**src/rtl/fixp_pkg.sv**
```systemverilog
// Shared encodings and default widths for the fixed-point phase counter.
package fixp_pkg;

    localparam int FIXP_INT_W  = 8;
    localparam int FIXP_FRAC_W = 8;

    typedef enum logic [1:0] {
        FIXP_MODE_WRAP_ZERO = 2'd0,
        FIXP_MODE_WRAP_REM  = 2'd1,
        FIXP_MODE_ONE_SHOT  = 2'd2,
        FIXP_MODE_RESERVED  = 2'd3
    } fixp_mode_e;

    typedef enum logic {
        FIXP_ST_IDLE = 1'b0,
        FIXP_ST_RUN  = 1'b1
    } fixp_state_e;

endpackage

```
**src/rtl/fixp_step_shadow.sv**
```systemverilog
// Single-entry shadow register for step updates; the parent decides when
// the held value is consumed into the active step.
module fixp_step_shadow
    import fixp_pkg::*;
#(
    parameter int W = FIXP_INT_W + FIXP_FRAC_W
) (
    input  logic         clk,
    input  logic         rst,
    input  logic [W-1:0] step_in,
    input  logic         step_valid,
    input  logic         consume,
    output logic         step_ready,
    output logic         pending,
    output logic [W-1:0] shadow_val
);

    // Handshake: a transfer happens on any rising edge where step_valid and
    // step_ready are both high; step_ready is registered (not-pending), so it
    // never depends combinationally on step_valid or consume.
    logic         pending_q, pending_d;
    logic [W-1:0] shadow_q, shadow_d;
    logic         transfer;

    assign transfer = step_valid && !pending_q;

    always_comb begin
        pending_d = pending_q && !consume;
        shadow_d  = shadow_q;
        if (transfer) begin
            pending_d = 1'b1;
            shadow_d  = step_in;
        end
    end

    always_ff @(posedge clk or negedge rst) begin
        if (!rst) begin
            pending_q <= 1'b0;
            shadow_q  <= '0;
        end else begin
            pending_q <= pending_d;
            shadow_q  <= shadow_d;
        end
    end

    assign step_ready = !pending_q;
    assign pending    = pending_q;
    assign shadow_val = shadow_q;

endmodule

```
**src/rtl/fixp_phase_counter.sv**
```systemverilog
// Fixed-point phase accumulator with programmable modulus, selectable wrap
// behaviour and a step shadow that only takes effect at wrap/idle boundaries.
module fixp_phase_counter
    import fixp_pkg::*;
#(
    parameter int  INT_W  = FIXP_INT_W,
    parameter int  FRAC_W = FIXP_FRAC_W,
    localparam int W      = INT_W + FRAC_W
) (
    input  logic             clk,
    input  logic             rst,
    input  logic             clk_en,
    input  logic [1:0]       mode,
    input  logic [W-1:0]     modulus,
    input  logic             start,
    input  logic             clear,
    input  logic [W-1:0]     step_in,
    input  logic             step_valid,
    output logic             step_ready,
    output logic [W-1:0]     count_out,
    output logic [INT_W-1:0] int_out,
    output logic             wrap_pulse,
    output logic             busy,
    output logic             state_dbg
);

    fixp_state_e  state_q, state_d;
    fixp_mode_e   mode_e;
    logic [W-1:0] count_q, count_d;
    logic [W-1:0] active_step_q, active_step_d;
    logic         wrap_q, wrap_d;
    logic         consume;
    logic         shadow_pending;
    logic [W-1:0] shadow_val;

    logic [W:0]   sum;
    logic [W-1:0] rem;
    logic         wrap_hit;
    logic         run_adv;

    assign mode_e = fixp_mode_e'(mode);

    // One extra bit on the sum so count + step can never alias below modulus.
    assign sum      = {1'b0, count_q} + {1'b0, active_step_q};
    assign rem      = sum[W-1:0] - modulus;
    assign wrap_hit = (sum >= {1'b0, modulus});
    assign run_adv  = (state_q == FIXP_ST_RUN) && clk_en && !clear && !start;

    fixp_step_shadow #(.W(W)) u_shadow (
        .clk        (clk),
        .rst        (rst),
        .step_in    (step_in),
        .step_valid (step_valid),
        .consume    (consume),
        .step_ready (step_ready),
        .pending    (shadow_pending),
        .shadow_val (shadow_val)
    );

    always_ff @(posedge clk or negedge rst) begin
        if (!rst) begin
            state_q <= FIXP_ST_IDLE;
        end else begin
            state_q <= state_d;
        end
    end

    always_comb begin
        state_d = state_q;
        if (clear) begin
            state_d = FIXP_ST_IDLE;
        end else if (start) begin
            state_d = FIXP_ST_RUN;
        end else if (run_adv && wrap_hit && mode_e == FIXP_MODE_ONE_SHOT) begin
            state_d = FIXP_ST_IDLE;
        end
    end

    always_comb begin
        count_d       = count_q;
        wrap_d        = 1'b0;
        active_step_d = active_step_q;
        if (clear || start) begin
            count_d = '0;
        end else if (run_adv) begin
            if (wrap_hit) begin
                wrap_d = 1'b1;
                case (mode_e)
                    FIXP_MODE_WRAP_REM: count_d = rem;
                    default:            count_d = '0;
                endcase
            end else begin
                count_d = sum[W-1:0];
            end
        end
        // Phase continuity: a new step only lands at a wrap or while idle.
        consume = shadow_pending && ((state_q == FIXP_ST_IDLE) || (run_adv && wrap_hit));
        if (consume) begin
            active_step_d = shadow_val;
        end
    end

    always_ff @(posedge clk or negedge rst) begin
        if (!rst) begin
            count_q       <= '0;
            active_step_q <= '0;
            wrap_q        <= 1'b0;
        end else begin
            count_q       <= count_d;
            active_step_q <= active_step_d;
            wrap_q        <= wrap_d;
        end
    end

    assign count_out  = count_q;
    assign int_out    = count_q[W-1:FRAC_W];
    assign wrap_pulse = wrap_q;
    assign busy       = (state_q == FIXP_ST_RUN);
    assign state_dbg  = state_q;

endmodule

```
**config.mk**
```make
export PLATFORM = sky130hd
export DESIGN_NAME = fixp_phase_counter
export DESIGN_NICKNAME = d
export VERILOG_FILES = /design/src/rtl/fixp_pkg.sv /design/src/rtl/fixp_step_shadow.sv /design/src/rtl/fixp_phase_counter.sv
export SDC_FILE = /design/constraint.sdc
export NUM_CORES = 1
export LEC_CHECK = 0
export CORE_MARGIN = 4
export CORE_UTILIZATION = 48
export CTS_CLUSTER_DIAMETER = 80
export DETAILED_ROUTE_END_ITERATION = 7
export PLACE_DENSITY = 0.81
export RECOVER_POWER = 25
export SYNTH_ARGS = -nofsm -noshare
export SYNTH_HDL_FRONTEND = slang
export SYNTH_SLANG_ARGS = --single-unit
```
**constraint.sdc**
```tcl
create_clock -name clk -period 4.05 [get_ports clk]
set_input_delay 0.6075 -clock clk [delete_from_list [all_inputs] [get_ports clk]]
set_output_delay 0.6075 -clock clk [all_outputs]
set_load 0.1 [all_outputs]
```
==> tab_implementation.tex, run 1 <==
\begin{tabular}{lr}
\hline
Metric & Value \\
\hline
\multicolumn{2}{l}{\textbf{Run status}} \\
\quad Run status & finished, violations left \\
\quad Violations in the final reports & max-capacitance violations, max-slew violations, negative setup slack \\
\multicolumn{2}{l}{\textbf{Finish}} \\
\quad Share of the core filled with cells & 0.700 \\
\quad ANT cells & 0 \\
\quad Commonest non-fill, non-tap cells in the layout & clkdlybuf4s50\_1, dfrtp\_1, buf\_4 \\
\quad Synthesis-to-finish area growth & 40.3\% \\
\quad Fillcell total & 508 \\
\quad Leading cell type in the layout, fill and taps excluded & clkdlybuf4s50\_1 \\
\quad Fraction of layout instances using a drive strength above 1 & 0.309 \\
\quad Number of nets in the layout & 539 \\
\multicolumn{2}{l}{\textbf{Setup path}} \\
\quad Register-to-register setup slack & -0.21 ns \\
\quad Worst Setup Start Kind & flip-flop \\
\quad WP data required & 4.25 ns \\
\quad Reg2reg path depth & 18 \\
\quad Critical Path Source & count\_out[2]\$\_DFFE\_PN0P\_ \\
\quad Critical Path Sink Type & flip-flop \\
\quad FF-to-FF End & active\_step\_q[11]\$\_DFFE\_PN0P\_ \\
\quad Capturing instance or port of the critical path & active\_step\_q[11]\$\_DFFE\_PN0P\_ \\
\quad Classification of the worst setup path & flip-flop to flip-flop \\
\quad Startpoint of the most critical register-to-register path & count\_out[2]\$\_DFFE\_PN0P\_ \\
\quad Largest fanout on the critical path & 8 \\
\quad Data arrival at the endpoint of the critical path & 4.46 ns \\
\multicolumn{2}{l}{\textbf{Routing}} \\
\quad Final wirelength & 10600 um \\
\quad Residual DRC & 0 \\
\quad WL per Instance & 18.7 um \\
\quad Total iterations of the first detailed-routing run & 5 \\
\quad Number of DRC violations after detailed-routing iteration 0 & 252 \\
\quad Routed vias & 3341 \\
\quad DRT antenna net count & 0 \\
\quad Via density per instance & 5.91 \\
\multicolumn{2}{l}{\textbf{STA}} \\
\quad Final hold violation count & 0 \\
\quad Final clock skew & 0.00550 ns \\
\quad Pins Over Slew Limit & 52 \\
\quad Final worst path period share & 1.05 \\
\quad Slew at the pin with the worst max-slew slack & 2.75 ns \\
\quad RSZ-0062 raised after global routing & true \\
\quad Endpoints failing setup & 27 \\
\quad Max Freq & 235 MHz \\
\quad Final-layout worst hold slack & 0.520 ns \\
\quad Final critical delay including setup and external delays & 4.26 ns \\
\quad Tightest slew margin relative to the limit & -0.834 \\
\quad Final worst-path setup slack & -0.208 ns \\
\multicolumn{2}{l}{\textbf{Die}} \\
\quad Starting utilization of the core area & 0.498 \\
\quad Overall die area & 9030 um2 \\
\quad Number of placement rows & 31 \\
\quad Overall die width & 95.0 um \\
\quad Count of boundary I/O pins & 68 \\
\quad Core region area & 7290 um2 \\
\quad Height of the chip & 95.0 um \\
\multicolumn{2}{l}{\textbf{Power}} \\
\quad Leakage & 2.34 nW \\
\quad Worst IR Drop VDD & 0.260 mV \\
\quad PwrDens & 582 nW/um2 \\
\multicolumn{2}{l}{\textbf{Logic synthesis}} \\
\quad Post-Syn Instances & 363 \\
\quad Post-synthesis sequential element count & 51 \\
\quad Average cell area after synthesis & 10.0 um2 \\
\quad Area of the mapped netlist & 3630 um2 \\
\quad Share of the yosys chip area belonging to registers & 0.351 \\
\quad Cell types with the largest area share after synthesis & dfrtp\_1, ha\_1, mux2\_2 \\
\quad Syn. warnings & 0 \\
\quad Library cell occupying the most area in the post-synthesis netlist & dfrtp\_1 \\
\quad Area share of the largest cell type after synthesis & 0.351 \\
\quad Nets in the synthesized netlist & 437 \\
\quad Number of library cell types mapped by synthesis & 53 \\
\multicolumn{2}{l}{\textbf{Run}} \\
\quad Number of maximum-capacitance constraint violations & 1 \\
\multicolumn{2}{l}{\textbf{Clock network}} \\
\quad Worst skew pair latency & 0.31 ns \\
\quad Number of H-tree levels & 2 \\
\quad Clock root buffer master & clkbuf\_8 \\
\quad Longest Clk Path Bufs & 2 \\
\quad Number of CTS-inserted buffers & 5 \\
\quad Post-CTS Hold Buffers & 0 \\
\quad TritonCTS clock tree & built \\
\quad Clock edge transition at the registers on the reported setup and hold paths & 0.10 ns \\
\quad Sinks on the clock net & 51 \\
\multicolumn{2}{l}{\textbf{Place}} \\
\quad Final Wtd Congestion & 0.969 \\
\quad DP Wirelength & 7310 um \\
\quad Port-buffer cells & 67 \\
\multicolumn{2}{l}{\textbf{GRT}} \\
\quad All-layer global routing usage & 0.218 \\
\quad Largest net degree at the start of global routing & 52 \\
\quad Wire length of the first global-routing pass & 15300 um \\
\quad Via count of the first global-routing pass & 3232 \\
\quad GRT overflow & 0 \\
\quad Initial antenna violation count & 0 \\
\multicolumn{2}{l}{\textbf{Hold path}} \\
\quad Classification of the worst-slack hold path & flip-flop to flip-flop \\
\hline
\end{tabular}
## state kept, by name (all words and copies together) (netlist names)
| register | flops |
|---|---|
| active_step_q | 16 |
| count_out | 16 |
| u_shadow.shadow_val | 16 |
| wrap_pulse | 1 |
| busy | 1 |
| u_shadow.pending | 1 |
## Yosys cell counts, drive strengths merged
| cell | number |
|---|---|
| nand3 | 7 |
| nand4 | 3 |
| o31a | 2 |
| o211ai | 3 |
| or3 | 7 |
| o41a | 1 |
| o221ai | 2 |
| a31o | 2 |
| dfrtp | 51 |
| nor3b | 1 |
| nor2b | 7 |
| a22o | 1 |
| a311oi | 1 |
| and3 | 4 |
| nand2b | 3 |
| nor4 | 1 |
| nor3 | 9 |
| buf | 13 |
| o21a | 7 |
| a21o | 6 |
| a211oi | 5 |
| a31oi | 2 |
| nor2 | 25 |
| ha | 32 |
| o21ai | 18 |
| or2 | 4 |
| inv | 26 |
| nand3b | 1 |
| o311a | 1 |
| nand2 | 16 |
| a221o | 8 |
| a211o | 3 |
| and2 | 1 |
| xnor2 | 13 |
| clkbuf | 3 |
| or4 | 1 |
| fa | 2 |
| a21oi | 23 |
| a22oi | 4 |
| mux2 | 32 |
| xor2 | 10 |
| o21bai | 2 |
## how the worst min path moves through the flow
stage                                   startpoint                             to  slack (ns)  depth (start not counted)
4_1_cts        u_shadow.shadow_val[12]$_DFFE_PN0P_  active_step_q[12]$_DFFE_PN0P_        0.52                          1
3_3_place_gp    u_shadow.shadow_val[8]$_DFFE_PN0P_   active_step_q[8]$_DFFE_PN0P_        0.49                          1
3_5_place_dp   u_shadow.shadow_val[12]$_DFFE_PN0P_  active_step_q[12]$_DFFE_PN0P_        0.49                          1
6_report       u_shadow.shadow_val[10]$_DFFE_PN0P_  active_step_q[10]$_DFFE_PN0P_        0.52                          1
2_1_floorplan                                  rst   active_step_q[0]$_DFFE_PN0P_        0.31                          0
5_1_grt         u_shadow.shadow_val[4]$_DFFE_PN0P_   active_step_q[4]$_DFFE_PN0P_        0.54                          1
## critical path: stages (launching register included)
cell       delay (ns)
dfrtp_4          0.49
ha_1             0.35
nor2b_4          0.15
o31a_1           0.26
o311a_1          0.36
o21a_1           0.19
nor2_1           0.16
xnor2_1          0.20
ha_1             0.33
a21oi_2          0.17
o21ai_2          0.09
a211oi_2         0.22
nor3b_2          0.07
a211oi_2         0.18
buf_4            0.16
a21oi_4          0.06
o21ai_4          0.20
clkbuf_16        0.20
mux2_4           0.30
## area by class of cell
type                            count  area [um2]  share of cell area
Clock buffer                        6        82.6              0.0162
Clock inverter                      2        38.8             0.00760
Inverter                           26        97.6              0.0191
Multi-Input combinational cell    270        2390               0.468
Sequential cell                    51        1290               0.253
Tap cell                           99         124              0.0243
Timing Repair Buffer              111        1080               0.212
## layer usage
layer / wire length [um] / global-route usage / vias up / share of wire
li1: - / - / 1512 / -
met1: 4310 / 0.283 / 1640 / 0.41
met2: 5170 / 0.358 / 153 / 0.49
met3: 704 / 0.0308 / 36 / 0.067
met4: 376 / 0.105 / 0 / 0.036
met5: 0 / 0 / - / 0
## per-stage QoR
step,total power (W),cells,TNS (ns),setup WS [ns],area [um2]
finish,0.00297,565,-3.35,-0.208,5100
floorplan,0.00186,363,-5.20,-0.326,3690
detailed placement,0.00230,545,-3.90,-0.187,4620
global route,0.00315,565,-9.08,-0.386,5100
CTS,0.00277,560,-2.93,-0.155,4860
global placement,0.00223,545,-2.14,-0.120,4620
## power breakdown
| group | total, W | switching [W] | leakage [nW] | internal [W] |
|---|---|---|---|---|
| Clock | 0.000390 | 0.000186 | 0.0618 | 0.000204 |
| Sequential | 0.000717 | 0.0000921 | 0.623 | 0.000625 |
| Combinational | 0.00186 | 0.00101 | 1.65 | 0.000855 |
| Total | 0.00297 | 0.00129 | 2.34 | 0.00168 |
## kinds of logic (layout without fill, tap and decap cells)
| logic type | Yosys count | after routing | synth area share |
|---|---|---|---|
| AO/OA/AOI/OAI | 91 | 91 | 0.180 |
| AND/OR/NAND/NOR | 90 | 90 | 0.126 |
| flip-flops | 51 | 51 | 0.351 |
| buffers and inverters | 42 | 145 | 0.0571 |
| adder cells (fa/ha/maj) | 34 | 34 | 0.121 |
| multiplexers | 32 | 32 | 0.109 |
| XOR/XNOR | 23 | 23 | 0.0554 |
## repair_timing
item | in CTS | in global routing
buffers inserted | 5 | 5
gates cloned | 2 | 1
pin swaps | 7 | 20
resized for setup | 11 | 43
setup endpoints to repair | 31 | 34
Note: power is estimated with default switching activity, not from simulation.
==> run 2, diff against run 1 <==
- CAP_MARGIN: unset -> 20
==> run 2 against run 1 <==
- global-route usage unchanged
- largest cell class unchanged
- sequential power about the same
- die area unchanged
- via count decreased by 0.78%
- clock-buffer cell count unchanged
- register-to-register slack about the same
- clock power about the same
- setup slack improved by 0.0059 ns
- the flow still finishes with violations (max-capacitance violations, max-slew violations, negative setup slack)
- total power about the same
- critical endpoint unchanged
- utilization increased by 0.052 points
- combinational power about the same
==> tab_implementation.tex, run 2 (synthesis gave the netlist of run 1 again) <==
\begin{tabular}{lr}
\hline
Metric & Value \\
\hline
\multicolumn{2}{l}{\textbf{GRT}} \\
\quad Largest net degree at the start of global routing & 52 (unchanged) \\
\quad GRT overflow & 0 (unchanged) \\
\quad Initial antenna violation count & 0 (unchanged) \\
\quad Via count of the first global-routing pass & 3232 (unchanged) \\
\quad Wire length of the first global-routing pass & 15300 um (unchanged) \\
\quad All-layer global routing usage & 0.218 (unchanged) \\
\multicolumn{2}{l}{\textbf{Run}} \\
\quad Number of maximum-capacitance constraint violations & 1 (unchanged) \\
\multicolumn{2}{l}{\textbf{Power}} \\
\quad Worst IR Drop VDD & 0.258 mV (was 0.260 mV) \\
\quad Switching fraction of total power & 0.433 (about the same) \\
\quad Clock power frac & 0.131 (about the same) \\
\quad PwrDens & 582 nW/um2 (about the same) \\
\quad Leakage & 2.34 nW (about the same) \\
\quad Portion of total power attributed to sequential cells & 0.241 (about the same) \\
\quad Net Sw Power & 0.00129 W (about the same) \\
\quad Comb power frac & 0.628 (was 0.627) \\
\quad Internal power consumption & 0.00168 W (about the same) \\
\multicolumn{2}{l}{\textbf{Clock network}} \\
\quad TritonCTS clock tree & built (unchanged) \\
\quad Clock root buffer master & clkbuf\_8 (unchanged) \\
\quad Number of CTS-inserted buffers & 5 (unchanged) \\
\quad Clock edge transition at the registers on the reported setup and hold paths & 0.10 ns (about the same) \\
\quad Number of H-tree levels & 2 (unchanged) \\
\quad Sinks on the clock net & 51 (unchanged) \\
\quad Post-CTS Hold Buffers & 0 (unchanged) \\
\quad Worst skew pair latency & 0.31 ns (about the same) \\
\quad Longest Clk Path Bufs & 2 (unchanged) \\
\multicolumn{2}{l}{\textbf{Setup path}} \\
\quad Cell at the slowest stage of the critical path & dfrtp\_4 (unchanged) \\
\quad Register-to-register setup slack & -0.20 ns (was -0.21 ns) \\
\quad Chain of cells forming the critical path & ha\_1, nor2b\_4, o31a\_1, o311a\_1, o21a\_1, nor2\_1, xnor2\_1, ha\_1, a21oi\_2, o21ai\_2, a211oi\_2, nor3b\_2, a211oi\_2, buf\_4, a21oi\_4, o21ai\_4, clkbuf\_16, mux2\_4 (unchanged) \\
\quad Data arrival at the endpoint of the critical path & 4.46 ns (about the same) \\
\quad Classification of the worst setup path & flip-flop to flip-flop (unchanged) \\
\quad Reg2reg path depth & 18 (unchanged) \\
\quad Worst Setup Start Kind & flip-flop (unchanged) \\
\quad Family with the most delay on the worst path & compound AO/OA/AOI/OAI gates (unchanged) \\
\quad Crit path buf inv count & 2 (unchanged) \\
\quad Startpoint of the most critical register-to-register path & count\_out[2]\$\_DFFE\_PN0P\_ (unchanged) \\
\quad WP data required & 4.25 ns (about the same) \\
\quad Maximum single-stage delay on the critical path & 0.49 ns (about the same) \\
\quad Critical Path Sink Type & flip-flop (unchanged) \\
\quad FF-to-FF End & active\_step\_q[11]\$\_DFFE\_PN0P\_ (unchanged) \\
\quad Largest fanout on the critical path & 8 (unchanged) \\
\multicolumn{2}{l}{\textbf{Routing}} \\
\quad DRT antenna net count & 0 (unchanged) \\
\quad Routed vias & 3315 (was 3341) \\
\quad Number of DRC violations after detailed-routing iteration 0 & 194 (was 252) \\
\quad WL per Instance & 18.7 um (about the same) \\
\quad Residual DRC & 0 (unchanged) \\
\quad Total iterations of the first detailed-routing run & 5 (unchanged) \\
\quad Via density per instance & 5.86 (was 5.91) \\
\quad Final wirelength & 10600 um (about the same) \\
\multicolumn{2}{l}{\textbf{STA}} \\
\quad Final worst-path setup slack & -0.202 ns (was -0.208 ns) \\
\quad Final clock skew & 0.00556 ns (was 0.00550 ns) \\
\quad Slew at the pin with the worst max-slew slack & 2.22 ns (was 2.75 ns) \\
\quad Pins Over Slew Limit & 42 (was 52) \\
\quad RSZ-0062 raised after global routing & true (unchanged) \\
\quad Final critical delay including setup and external delays & 4.25 ns (was 4.26 ns) \\
\quad Endpoints failing setup & 27 (unchanged) \\
\quad Final-layout worst hold slack & 0.264 ns (was 0.520 ns) \\
\quad Max Freq & 235 MHz (about the same) \\
\quad Tightest slew margin relative to the limit & -0.480 (was -0.834) \\
\quad Final worst path period share & 1.05 (about the same) \\
\quad Final hold violation count & 0 (unchanged) \\
\multicolumn{2}{l}{\textbf{Place}} \\
\quad Port-buffer cells & 67 (unchanged) \\
\quad Placement Setup Slack & -0.187 ns (unchanged) \\
\quad Final Wtd Congestion & 0.969 (unchanged) \\
\quad DP Wirelength & 7310 um (unchanged) \\
\multicolumn{2}{l}{\textbf{Die}} \\
\quad Overall die width & 95.0 um (unchanged) \\
\quad Starting utilization of the core area & 0.498 (unchanged) \\
\quad Count of boundary I/O pins & 68 (unchanged) \\
\quad Overall die area & 9030 um2 (unchanged) \\
\quad Height of the chip & 95.0 um (unchanged) \\
\quad Number of placement rows & 31 (unchanged) \\
\quad Core region area & 7290 um2 (unchanged) \\
\multicolumn{2}{l}{\textbf{Finish}} \\
\quad Number of nets in the layout & 540 (was 539) \\
\quad ANT cells & 0 (unchanged) \\
\quad Commonest non-fill, non-tap cells in the layout & clkdlybuf4s50\_1, dfrtp\_1, buf\_4 (unchanged) \\
\quad Leading cell type in the layout, fill and taps excluded & clkdlybuf4s50\_1 (unchanged) \\
\quad Fraction of layout instances using a drive strength above 1 & 0.308 (was 0.309) \\
\quad Synthesis-to-finish area growth & 40.4\% (was 40.3\%) \\
\multicolumn{2}{l}{\textbf{Run status}} \\
\quad Violations in the final reports & max-capacitance violations, max-slew violations, negative setup slack (unchanged) \\
\quad Run status & finished, violations left (unchanged) \\
\multicolumn{2}{l}{\textbf{Hold path}} \\
\quad Classification of the worst-slack hold path & primary input to asynchronous set/reset pin (was flip-flop to flip-flop) \\
\hline
\end{tabular}
-- run 2: changes by cell type in the layout (fill, tap and decap cells not counted) --
cell      delta
clkbuf_1     +1
-- run 2: through the flow --
step                total power (W)  cell area (um2)  TNS [ns]  std cells   util
floorplan                   0.00186             3690     -5.20        363      -
global placement            0.00223             4620     -2.14        545  0.634
detailed placement          0.00230             4620     -3.90        545  0.634
CTS                         0.00277             4860     -2.93        560  0.666
global route                0.00315             5100     -9.08        566  0.700
finish                      0.00297             5100     -3.20        566  0.700
-- run 2: power groups by stage --
stage | clock network [W] | logic [W] | registers (W)
finish | 0.000388 | 0.00187 | 0.000716
global route | 0.000410 | 0.00201 | 0.000730
CTS | 0.000390 | 0.00167 | 0.000710
detailed placement | 0 | 0.00158 | 0.000720
global placement | 0 | 0.00152 | 0.000712
floorplan | 0 | 0.00110 | 0.000764
-- run 2: what timing repair did --
| action | CTS | global route |
|---|---|---|
| pin swaps | 7 | 20 |
| hold endpoints to repair | 0 | 0 |
| cloned | 2 | 1 |
| endpoints found under the setup margin | 31 | 34 |
| resized for setup | 11 | 43 |
| buffers inserted | 5 | 5 |
-- run 2: cell type report --
type,count,area (um2)
multi-input cells,270,2390
fillers,509,2190
flip-flops and latches,51,1290
repair buffers,112,1080
well taps,99,124
inverters,26,97.6
clock buffers,6,82.6
clock inverters,2,38.8
-- run 2: how the worst max path moves through the flow --
| stage | startpoint | to | slack, ns | cells after the start |
|---|---|---|---|---|
| floorplan | count_out[0]$_DFFE_PN0P_ | active_step_q[10]$_DFFE_PN0P_ | -0.33 | 18 |
| global placement | count_out[0]$_DFFE_PN0P_ | count_out[5]$_DFFE_PN0P_ | -0.12 | 19 |
| detailed placement | count_out[0]$_DFFE_PN0P_ | count_out[11]$_DFFE_PN0P_ | -0.19 | 19 |
| CTS | count_out[0]$_DFFE_PN0P_ | active_step_q[4]$_DFFE_PN0P_ | -0.15 | 19 |
| global route | count_out[0]$_DFFE_PN0P_ | active_step_q[15]$_DFFE_PN0P_ | -0.39 | 20 |
| finish | count_out[2]$_DFFE_PN0P_ | active_step_q[11]$_DFFE_PN0P_ | -0.20 | 18 |
-- run 2: per-layer routing --
metal	up-vias	GRT usage	part of all wire
li1	1520	-	-
met5	-	0	0
met2	147	0.358	0.49
met3	32	0.0308	0.067
met1	1616	0.283	0.41
met4	0	0.105	0.035
==> RTL edit 1 (flow settings as in run 2) <==
The package constant `FIXP_INT_W` goes from 8 to 6.
--- a/src/rtl/fixp_pkg.sv
+++ b/src/rtl/fixp_pkg.sv
@@ -2,5 +2,5 @@
 package fixp_pkg;
 
-    localparam int FIXP_INT_W  = 8;
+    localparam int FIXP_INT_W  = 6;
     localparam int FIXP_FRAC_W = 8;
 
Ports: changed (resized count_out, int_out, modulus and step_in); port bits go from 68 to 60. The function was not compared with the original's and may differ.
==> RTL edit 1 against run 2 <==
The flow finishes with violations (capacitance limit, slew limit). Power is 18% higher. Worst setup slack better by 0.23 ns. Largest power group unchanged. Critical endpoint is now active_step_q[13]. Design area is 5.9% lower. Synthesized cell count is 0.83% higher. Wire length is 2.2% lower. Synthesized area is 1.3% lower. Sequential cell count is 6 lower. Clock power is 24% lower.
==> RTL edit 1: results (changes against run 2) <==
CP peak stage delay - 0.50 ns
Yosys top cell area share - 0.3139 (was 0.3511)
most frequent cells after synthesis - 45 x dfrtp_1, 28 x ha_1, 25 x inv_1 (was 51 x dfrtp_1, 32 x ha_1, 26 x inv_1)
H-tree levels - 2 (unchanged)
first-pass GRT wire length - 15,830 microns (was 15,300 microns)
Syn Nets - 432 (was 437)
asr flop ratio synth - 1.000 (unchanged)
Hold/Removal Path Class - input port to asynchronous set/reset pin (unchanged)
initial antenna violation count - 0 (unchanged)
diode count - 0 (unchanged)
1st-pass router iterations - 5 (unchanged)
CTS buffer count - 5 (unchanged)
Post-Route Skew - 0.004946 ns (was 0.005555 ns)
HPWL Detailed - 7340 microns (was 7309 microns)
vias in the first global route - 3,236 (was 3,232)
share of cells above drive strength 1 - 0.2784 (was 0.3084)
Max Slew Vio Count - 43 (was 42)
dominant cells by area after synthesis - dfrtp_1 31%, ha_1 9.8%, mux2_2 5.7%, mux2_4 4.2%, inv_1 2.6% (was dfrtp_1 35%, ha_1 11%, mux2_2 6.8%, mux2_4 4.1%, xnor2_1 3.1%)
status - complete, but fails checks (unchanged)
Slowest-stage cell, CP - dfrtp_4 (unchanged)
GRT Total Usage - 0.2249 (was 0.2181)
failing checks - capacitance limit, slew limit (was capacitance limit, slew limit, setup timing)
layout net count - 514 (was 540)
CP top delay family - simple AND/OR/NAND/NOR gates (was compound AO/OA/AOI/OAI gates)
Max Cap Violations - 1 (unchanged)
pin count of the biggest net entering global routing - 46 (was 52)
peak supply drop - 0.3274 mV (was 0.2580 mV)
PortBufs - 59 (was 67)
Root Driver - clkbuf_8 (unchanged)
fillers - 559 (was 509)
Max clock buf depth - 2 (unchanged)
DRT iter0 DRCs - 282 (was 194)
DR vias/cell - 6.217 (was 5.857)
Yosys warnings - 0 (unchanged)
Critical Path Fanout Max - 7 (was 8)
Worst-path clk slew - 0.09 ns
GP Congestion - 0.9183 (was 0.9687)
wire per inst - 18.89 microns (was 18.69 microns)
internal power - 1.837 mW (was 1.684 mW)
Worst Max-Slew Pin Slew - 2.230 ns (was 2.220 ns)
Netlist cell types - 63 (was 53)
register area share after synthesis - 0.3139 (was 0.3511)
pre-CTS setup slack - -0.07881 ns (was -0.1865 ns)
# DRC - 0 (unchanged)
crit path DAT - 4.21 ns (was 4.46 ns)
Post-DP Area - 4308 sq um (was 4622 sq um)
EDFF count, synth - 0 (unchanged)
worst-skew pair later-pin latency - 0.30 ns
Pleak - 2.098 nW (was 2.338 nW)
[RTL edit 1: cell types whose count changed after synthesis, moves of 6 or more]
cell,change
a21oi_1,-6
o21ai_0,-8
clkbuf_1,+6
a221o_1,-8
o311ai_0,+8
nand2_1,+6
dfrtp_1,-6
nand4_1,+11
[RTL edit 1: final timing paths]
check | start | end | slack (ns) | depth (start not counted)
worst min-delay path | rst | u_shadow.shadow_val[12] | 0.12 | 1
min in group clk | u_shadow.shadow_val[2] | u_shadow.shadow_val[2] | 0.51 | 1
worst max register to register | count_out[3] | active_step_q[13] | 0.03 | 16
worst max-delay path | count_out[3] | active_step_q[13] | 0.03 | 16
max in group asynchronous | rst | count_out[11] | 1.27 | 2
worst min register to register | u_shadow.shadow_val[2] | u_shadow.shadow_val[2] | 0.51 | 1
[RTL edit 1: final cells by class]
cell class	instances	area (sq um)	share of cell area
Clock buffer	6	82.58	0.01718
Inverter	25	93.84	0.01953
Tap cell	99	123.9	0.02577
Multi-Input combinational cell	276	2447	0.5092
Sequential cell	45	1154	0.2400
Clock inverter	2	13.76	0.002864
Timing Repair Buffer	95	890.9	0.1854
[RTL edit 1: timing repair]
item / CTS / global route
setup endpoints to repair: 24 / 31
gates resized for setup: 8 / 35
cloned: 1 / 0
pin swaps: 7 / 18
buffers inserted: 7 / 12
hold buffers: 0 / 0
[RTL edit 1: logic make-up after synthesis]
group	share of synthesized area
xor gates and xnor gates	0.03906
AOI/OAI and AO/OA	0.2201
adders and majority gates	0.1088
DFF	0.3139
and+or+nand+nor	0.1451
buffers and inverters	0.06348
muxes	0.1095
[RTL edit 1: power by group through the flow]
stage	clock network (mW)	registers [mW]	logic, mW
4_1_cts	0.299	0.685	2.25
2_1_floorplan	0	0.781	1.54
3_5_place_dp	0	0.694	2.13
5_1_grt	0.317	0.707	2.69
6_report	0.296	0.691	2.52
3_3_place_gp	0	0.688	2.07
[RTL edit 1: per-stage QoR]
stage	util	TNS, ns	instances
4_1_cts	0.6257	0	534
2_1_floorplan	-	0	366
5_1_grt	0.6626	-0.7195	548
3_5_place_dp	0.5939	-0.3307	518
6_report	0.6626	0	548
3_3_place_gp	0.5939	0	518
[RTL edit 1: metal layers]
metal	vias up	global-route usage	part of all wire
met1	1649	0.2856	0.42
li1	1545	-	-
met5	-	0	0
met3	49	0.04143	0.063
met4	0	0.08293	0.042
met2	164	0.3812	0.48
==> RTL edit 2 (config.mk and constraints of run 2) <==
Made on the original files. Make the reset (`rst`) synchronous in 3 clocked blocks.
--- a/src/rtl/fixp_step_shadow.sv
+++ b/src/rtl/fixp_step_shadow.sv
@@ -34,5 +34,5 @@
     end
 
-    always_ff @(posedge clk or negedge rst) begin
+    always_ff @(posedge clk) begin
         if (!rst) begin
             pending_q <= 1'b0;
--- a/src/rtl/fixp_phase_counter.sv
+++ b/src/rtl/fixp_phase_counter.sv
@@ -58,5 +58,5 @@
     );
 
-    always_ff @(posedge clk or negedge rst) begin
+    always_ff @(posedge clk) begin
         if (!rst) begin
             state_q <= FIXP_ST_IDLE;
@@ -101,5 +101,5 @@
     end
 
-    always_ff @(posedge clk or negedge rst) begin
+    always_ff @(posedge clk) begin
         if (!rst) begin
             count_q       <= '0;
Function: differs if rst is asserted again (counterexample within 4 cycles, from zero or initial values and one cycle with rst low); with rst held inactive, the same outputs for 4 cycles.
==> RTL edit 2 against run 2 <==
Worst setup slack better by 0.13 ns. Synthesized area is 0.59% higher. Sequential cell count stayed put. Wire length is 3.4% higher. Final cell count is 17% higher. Global-route usage is 2.1 points higher. Design area is 1.5% lower. The run ends with setup timing left.
Power is not compared: it rests on default switching activity, and its combinational part moved more than twofold at a synthesized area within 25%.
==> RTL edit 2: results (changes against run 2) <==
HPWL Detailed - 8225 microns (was 7309 microns)
Syn Nets - 546 (was 437)
vias in the first global route - 3,605 (was 3,232)
share of cells above drive strength 1 - 0.1755 (was 0.3084)
Synth Area in Compound Gates - 0.2406 (was 0.1800)
peak supply drop - 0.1765 mV
gr ovfl total - 0 (unchanged)
Via Count - 3,827 (was 3,315)
Worst Max-Slew Pin Slew - 1.010 ns (was 2.220 ns)
multiplexer share of the synthesized area - 0.04654 (was 0.1095)
Synth Area in Adders - 0.1205 (was 0.1212)
dominant cells by area after synthesis - dfxtp_1 28%, ha_1 11%, nand2_1 9.0%, mux2i_1 4.7%, o21ai_0 4.2% (was dfrtp_1 35%, ha_1 11%, mux2_2 6.8%, mux2_4 4.1%, xnor2_1 3.1%)
total wire length - 10,940 microns (was 10,580 microns)
most frequent cells after synthesis - 88 x nand2_1, 51 x dfxtp_1, 32 x ha_1 (was 51 x dfrtp_1, 32 x ha_1, 26 x inv_1)
Final Setup Violations - 27 (unchanged)
XOR/XNOR share of the synthesized area - 0.04312 (was 0.05542)
grt met3 use - 0.02920 (was 0.03078)
Pleak - 2.143 nW
GP Congestion - 0.9723 (was 0.9687)
Most used DFF post-synth - dfxtp_1 (was dfrtp_1)
CTS buffer count - 5 (unchanged)
asr flop ratio synth - 0 (was 1.000)
Hold/Removal Path Class - flip-flop to flip-flop (was input port to asynchronous set/reset pin)
first-pass GRT wire length - 17,040 microns (was 15,300 microns)
GR Util met1 - 0.3175 (was 0.2832)
Post-Route Skew - 0.008372 ns (was 0.005555 ns)
Worst-path clk slew - 0.10 ns (about the same)
GRT Total Usage - 0.2388 (was 0.2181)
register area share after synthesis - 0.2793 (was 0.3511)
status - complete, but fails checks (unchanged)
met2 track demand over resource - 0.3988 (was 0.3582)
DRT iter0 DRCs - 216 (was 194)
Netlist cell types - 49 (was 53)
Slowest-stage cell, CP - or4b_1 (was dfrtp_4)
layout net count - 637 (was 540)
slack of the critical path - -0.07261 ns (was -0.2025 ns)
failing checks - setup timing (was capacitance limit, slew limit, setup timing)
crit path DAT - 4.34 ns (was 4.46 ns)
CP peak stage delay - 0.45 ns (was 0.49 ns)
Critical Path Fanout Max - 4 (was 8)
fillers - 580 (was 509)
pin count of the biggest net entering global routing - 50 (was 52)
[RTL edit 2: per-layer routing]
| layer | share of wire | wire, microns |
|---|---|---|
| met1 | 0.44 | 4846 |
| met4 | 0.026 | 289 |
| met5 | 0 | 0 |
| met3 | 0.050 | 546 |
| met2 | 0.48 | 5255 |
[RTL edit 2: cell families after synthesis]
group                    Yosys count
buffers and inverters             51
flip-flops                        51
AND/OR/NAND/NOR                  168
multiplexers                      17
adder cells (fa/ha/maj)           34
AO/OA/AOI/OAI                    133
XOR/XNOR                          18
[RTL edit 2: timing repair]
item                                    in CTS  in global routing
pin swaps                                    5                 25
setup buffers                                8                  2
gates cloned                                 2                  0
resized for setup                           13                 22
endpoints found under the setup margin      34                 35
[RTL edit 2: area by class of cell]
class	count	area share
Clock inverter	1	0.001245
Timing Repair Buffer	109	0.2049
Tap cell	99	0.02465
Multi-Input combinational cell	372	0.5225
Clock buffer	7	0.01942
Inverter	24	0.01792
Sequential cell	51	0.2094
[RTL edit 2: critical path: cells and delay by family (launching register included)]
kind | cells | cell delay [ns]
adder cells (fa/ha/maj) | 2 | 0.67
AO/OA/AOI/OAI | 7 | 1.63
buffers and inverters | 3 | 0.40
flip-flops | 1 | 0.37
AND/OR/NAND/NOR | 4 | 0.69
XOR/XNOR | 1 | 0.26
[RTL edit 2: power by group through the flow]
stage	combinational, mW	sequential (mW)	clock [mW]
after global placement	0.241	0.537	0
after global routing	0.284	0.528	0.358
after CTS	0.253	0.525	0.345
after detailed placement	0.246	0.537	0
after floorplan	0.144	0.546	0
final	0.262	0.526	0.336
[RTL edit 2: worst paths after layout]
kind	from	to	slack, ns	cells past startpoint
setup / recovery	count_out[1]	count_out[4]	-0.07	17
hold / removal	u_shadow.shadow_val[14]	active_step_q[14]	0.46	2
setup reg to reg	count_out[1]	count_out[4]	-0.07	17
hold reg to reg	u_shadow.shadow_val[14]	active_step_q[14]	0.46	2
[RTL edit 2: stage by stage]
stage | hold WS, ns | cells | setup slack (ns) | instance area, sq um | TNS, ns
global placement | 0.4453 | 643 | -0.2273 | 4664 | -3.440
floorplan | 0.4382 | 472 | 0.001947 | 3756 | 0
detailed placement | 0.4545 | 643 | -0.2143 | 4664 | -3.669
global route | 0.4877 | 663 | -0.2145 | 5026 | -6.230
CTS | 0.4684 | 661 | -0.03732 | 4912 | -0.04842
finish | 0.4631 | 663 | -0.07261 | 5026 | -1.174
